### config.mk
export PLATFORM = sky130hd
export DESIGN_NAME = sha1_core_pipelined
export DESIGN_NICKNAME = d
export VERILOG_FILES = /design/src/rtl/sha1_core_pipelined.sv
export SDC_FILE = /design/constraint.sdc
export NUM_CORES = 2
export LEC_CHECK = 0
export BUFFER_PORTS_ARGS = -buffer_cell sky130_fd_sc_hd__buf_2
export CAP_MARGIN = 20
export CORE_MARGIN = 2
export CORE_UTILIZATION = 32
export DETAILED_ROUTE_END_ITERATION = 10
export GPL_TIMING_DRIVEN = 0
export PLACE_DENSITY = 0.58
export SLEW_MARGIN = 25
export SYNTH_ARGS = -nofsm -noshare
export SYNTH_HDL_FRONTEND = slang
export SYNTH_SLANG_ARGS = --single-unit
### constraint.sdc
create_clock -name clk -period 13.7 [get_ports clk]
set_clock_uncertainty 0.15 [all_clocks]
set_input_delay 2.74 -clock clk [delete_from_list [all_inputs] [get_ports clk]]
set_output_delay 2.74 -clock clk [all_outputs]
set_load 0.01 [all_outputs]
### src/rtl/sha1_core_pipelined.sv
// SHA-1 compression engine: accepts pre-padded 512-bit blocks, chains multi-block
// messages through first/last flags, and evaluates ROUNDS_PER_CYCLE rounds per clock.
module sha1_core_pipelined #(
  parameter int ROUNDS_PER_CYCLE = 1,
  parameter bit DIGEST_HOLD      = 1'b1
) (
  input  logic         clk,
  input  logic         reset_n,
  input  logic         block_valid,
  output logic         block_ready,
  input  logic [511:0] block_data,
  input  logic         block_first,
  input  logic         block_last,
  output logic         busy,
  output logic         digest_valid,
  output logic [159:0] digest
);

  if (!(ROUNDS_PER_CYCLE == 1 || ROUNDS_PER_CYCLE == 2 ||
        ROUNDS_PER_CYCLE == 4 || ROUNDS_PER_CYCLE == 5)) begin : g_bad_rounds
    $error("sha1_core_pipelined: ROUNDS_PER_CYCLE must be 1, 2, 4 or 5");
  end

  localparam logic [2:0] S_IDLE   = 3'd0;
  localparam logic [2:0] S_LOAD   = 3'd1;
  localparam logic [2:0] S_ROUNDS = 3'd2;
  localparam logic [2:0] S_UPDATE = 3'd3;
  localparam logic [2:0] S_DONE   = 3'd4;

  localparam logic [6:0] T_STEP = 7'(ROUNDS_PER_CYCLE);
  localparam logic [6:0] T_LAST = 7'(80 - ROUNDS_PER_CYCLE);

  // Index 0 is H0 / a; IV[0] = 67452301.
  localparam logic [4:0][31:0] IV = {32'hC3D2E1F0, 32'h10325476, 32'h98BADCFE,
                                     32'hEFCDAB89, 32'h67452301};

  // Handshake: a block transfers on a rising edge where block_valid && block_ready;
  // block_ready is asserted only in IDLE and DONE, and nothing is sampled otherwise.

  logic [2:0]        state_q, state_d;
  logic [4:0][31:0]  h_q, h_d;
  logic [4:0][31:0]  abcde_q, abcde_d;
  logic [15:0][31:0] w_q, w_d;
  logic [6:0]        t_q, t_d;
  logic              last_q, last_d;
  logic [159:0]      digest_q, digest_d;
  logic              dv_q, dv_d;

  logic [31:0]       ra, rb, rc, rd, re, rf, rk, rtmp, rnw;
  logic [15:0][31:0] rw;
  logic [4:0][31:0]  h_sum;
  logic              accept;

  function automatic logic [31:0] rotl(input logic [31:0] x, input int n);
    return (x << n) | (x >> (32 - n));
  endfunction

  // R rounds unrolled; t_q is a multiple of R, so one K/f selection covers the cycle.
  always_comb begin
    ra   = abcde_q[0];
    rb   = abcde_q[1];
    rc   = abcde_q[2];
    rd   = abcde_q[3];
    re   = abcde_q[4];
    rw   = w_q;
    rf   = '0;
    rtmp = '0;
    rnw  = '0;
    if (t_q < 7'd20)      rk = 32'h5A827999;
    else if (t_q < 7'd40) rk = 32'h6ED9EBA1;
    else if (t_q < 7'd60) rk = 32'h8F1BBCDC;
    else                  rk = 32'hCA62C1D6;
    for (int i = 0; i < ROUNDS_PER_CYCLE; i++) begin
      if (t_q < 7'd20)                     rf = (rb & rc) | (~rb & rd);
      else if (t_q >= 7'd40 && t_q < 7'd60) rf = (rb & rc) | (rb & rd) | (rc & rd);
      else                                 rf = rb ^ rc ^ rd;
      rtmp = rotl(ra, 5) + rf + re + rk + rw[0];
      re   = rd;
      rd   = rc;
      rc   = rotl(rb, 30);
      rb   = ra;
      ra   = rtmp;
      rnw  = rotl(rw[13] ^ rw[8] ^ rw[2] ^ rw[0], 1);
      rw   = {rnw, rw[15:1]};
    end
  end

  always_comb begin
    for (int i = 0; i < 5; i++) h_sum[i] = h_q[i] + abcde_q[i];
  end

  assign block_ready  = (state_q == S_IDLE) || (state_q == S_DONE);
  assign busy         = ~block_ready;
  assign accept       = block_valid & block_ready;
  assign digest_valid = dv_q;
  assign digest       = digest_q;

  always_comb begin
    state_d  = state_q;
    h_d      = h_q;
    abcde_d  = abcde_q;
    w_d      = w_q;
    t_d      = t_q;
    last_d   = last_q;
    digest_d = digest_q;
    dv_d     = dv_q;
    case (state_q)
      S_IDLE, S_DONE: begin
        if (state_q == S_DONE && !DIGEST_HOLD) dv_d = 1'b0;
        if (accept) begin
          for (int i = 0; i < 16; i++) w_d[i] = block_data[511 - 32*i -: 32];
          last_d = block_last;
          if (block_first) begin
            h_d  = IV;
            dv_d = 1'b0;
          end
          state_d = S_LOAD;
        end
      end
      S_LOAD: begin
        abcde_d = h_q;
        t_d     = '0;
        state_d = S_ROUNDS;
      end
      S_ROUNDS: begin
        abcde_d = {re, rd, rc, rb, ra};
        w_d     = rw;
        t_d     = t_q + T_STEP;
        if (t_q == T_LAST) state_d = S_UPDATE;
      end
      S_UPDATE: begin
        h_d = h_sum;
        if (last_q) begin
          digest_d = {h_sum[0], h_sum[1], h_sum[2], h_sum[3], h_sum[4]};
          dv_d     = 1'b1;
          state_d  = S_DONE;
        end else begin
          state_d = S_IDLE;
        end
      end
      default: state_d = S_IDLE;
    endcase
  end

  always_ff @(posedge clk) begin
    if (!reset_n) begin
      state_q  <= S_IDLE;
      h_q      <= IV;
      abcde_q  <= '0;
      w_q      <= '0;
      t_q      <= '0;
      last_q   <= 1'b0;
      digest_q <= '0;
      dv_q     <= 1'b0;
    end else begin
      state_q  <= state_d;
      h_q      <= h_d;
      abcde_q  <= abcde_d;
      w_q      <= w_d;
      t_q      <= t_d;
      last_q   <= last_d;
      digest_q <= digest_d;
      dv_q     <= dv_d;
    end
  end

endmodule

==> qor.txt <==
Max_slew headroom: 22.1%
RSZ-0062 raised after global routing: false
Post-synthesis register bit count: 1004
Clock transition at path regs: 0.07 ns
Worst path required time: 14.24 ns
Top FF cell, synth: dfxtp_1
Min-Delay Path Class: reg -> reg
Power Dens Cells: 163 nW/µm²
Max_cap viols: 0
Via count: 54937
Row Count: 150
Crit share post-route: 57.0%
Final Wtd Congestion: 1.02
Worst-path fanout max: 11
DP HPWL: 214 mm
Final nets: 8448
Total Routed Length: 262 mm
Final setup vio count: 0
Core area: 167000 µm²
Die area: 170000 µm²
DRC violations left: 0
Post_cts resized: 0
Static Leakage: 26.5 nW
Number of global-route vias before repair: 52481
Cell count after synthesis: 6817
Hold Fails Final Rpt: 0
CTS tree: built
Data arrival, critical path: 8.35 ns
Port buffer count: 678
CP endpoint kind: flop
DR WL/cell: 26.4 µm
EDFF count, synth: 0
Commonest non-fill, non-tap cell in the layout: nand2_1
Maximum vdd ir drop: 0.129 mV
DR vias/cell: 5.53
Register area share after synthesis: 37.6%
CTS sink cnt: 1004
Remaining global-route overflow: 0
Synthesis Warnings: 0
Chip Width: 413 µm
Crit Path Class: reg -> reg
Final setup TNS: 0 ns
Layout cell share with drive strength beyond 1: 12.2%
Total GRT Usage: 29.6%
Slew Limit Fails: 0
Synthesis-to-layout area growth: 19.4%
Die H: 413 µm
Minimum clock period: 7.81 ns
Starting Density: 32.1%
Most frequent cells in the layout: 1676 x nand2_1, 1004 x dfxtp_1, 888 x nor2_1, 680 x buf_2, 623 x a311oi_1
Syn avg cell area: 7.85 µm²
Drt first pass iters: 7
Critical path startpoint category: flop
First-pass GRT wire length: 366 mm
Tot Pwr: 10.4 mW
Cts bufs inserted: 114
Post-Synthesis Cell Area: 53500 µm²
Share of flip-flops with an asynchronous set or reset: 0%
Worst-Skew Late Latency: 0.81 ns
Initial antenna violation count: 25
FILL cells: 17554
Unique masters post-synth: 79
Ports: 680
F_max: 128 MHz
Final ANT Viol Nets: 0
Hold Buf Count CTS: 0
Status: finished, final reports clean
Pin count of the biggest net entering global routing: 20
Measured slew at the worst slew-check pin: 1.17 ns
CTS Buffer Depth: 3
Initial DRC count: 5478
Root buffer cell: clkbuf_16
CTS H-tree lvls: 3
Syn_nets: 7652
Setup Fix Bufs, Post-CTS: 0
==> power breakdown <==
group          internal [mW]  total, mW  switching, mW
clock                   1.94       3.36           1.42
combinational           1.22       3.44           2.23
sequential              3.22       3.64          0.420
==> stage by stage <==
stage	instances	worst slack [ns]	utilization, %	area, µm²	hold WS (ns)
floorplan	6817	7.98	-	53500	0.287
global placement	9699	5.95	35.8	59600	0.290
detailed placement	9701	6.09	35.8	59700	0.294
CTS	9916	6.03	38.3	63800	0.302
global route	9916	5.59	38.3	63900	0.317
finish	9926	5.89	38.3	63900	0.299
==> registers in the layout (all words and copies together), names as in the netlist <==
signal,flops
rb,32
digest,160
re,32
digest_valid,1
h_q,160
t_q,7
last_q,1
w_q,32
rw,480
state_q,3
abcde_q,64
rd,32
==> synthesized netlist by cell type, drive strengths merged, types with 82 or more instances <==
master | count | area [µm²]
nand2 | 1676 | 6290
dfxtp | 1004 | 20100
nor2 | 889 | 3340
a311oi | 623 | 5460
clkbuf | 447 | 1680
a21oi | 304 | 1530
inv | 290 | 1090
ha | 193 | 2410
xnor2 | 186 | 1630
o21ai | 159 | 796
fa | 125 | 2500
xor2 | 83 | 727
a21o | 82 | 616
==> logic make-up (layout without fill, tap and decap cells) <==
family          after synthesis  in the layout  synth area share (%)
flops                      1004           1004                  37.6
buf+inv                     780           1675                  5.47
xor+xnor                    269            269                  4.40
fa+ha+maj                   318            318                  9.19
other cells                   0             10                     0
simple gates               2870           2870                  21.4
compound gates             1550           1550                  21.4
mux                          26             26                 0.510
==> final cells by class <==
class | instances | area [µm²] | share of cell area [%]
multi-input combinational | 5033 | 30500 | 47.7
sequential | 1004 | 20100 | 31.5
timing repair buffer | 680 | 3430 | 5.37
clock buffer | 158 | 3300 | 5.16
tap | 2204 | 2760 | 4.32
buffer | 490 | 1870 | 2.92
inverter | 290 | 1090 | 1.70
clock inverter | 57 | 826 | 1.29
antenna | 10 | 25.0 | 0.0392
==> final timing paths <==
kind	from	depth (start not counted)	endpoint	slack (ns)
worst max register to register	t_q[4]$_SDFFE_PN0P_	27	rb[31]$_SDFFE_PN0P_	5.89
worst max-delay path	t_q[4]$_SDFFE_PN0P_	27	rb[31]$_SDFFE_PN0P_	5.89
worst min register to register	digest[60]$_SDFFE_PN0P_	2	digest[60]$_SDFFE_PN0P_	0.30
worst min-delay path	digest[60]$_SDFFE_PN0P_	2	digest[60]$_SDFFE_PN0P_	0.30
==> metal layers <==
| layer | GRT usage, % | wire length (µm) | part of all wire, % |
|---|---|---|---|
| met4 | 16.0 | 16800 | 6.4 |
| met1 | 35.6 | 102000 | 39 |
| met5 | 0 | 95 | 0.036 |
| met3 | 5.15 | 19600 | 7.5 |
| met2 | 50.2 | 124000 | 47 |
==> worst max-delay path, cell delays in order (launching register included) <==
cell and delay (ns):
dfxtp_1 0.30, clkbuf_1 0.19, a41oi_1 0.51, and2_1 0.29, clkbuf_1 0.30, inv_1 0.11
clkbuf_1 0.27, nand2_1 0.18, clkbuf_1 0.62, o221ai_1 0.45, fa_1 0.60, inv_1 0.06
fa_1 0.47, inv_1 0.07, fa_1 0.37, inv_1 0.07, ha_1 0.22, clkbuf_1 0.19
a21o_1 0.20, a21o_1 0.18, a21oi_1 0.19, o211ai_1 0.11, o211ai_1 0.20, nand4_1 0.25
a41oi_1 0.51, a21oi_1 0.15, or3_1 0.33, a31oi_1 0.17
Power figures use the tool's default switching activity.
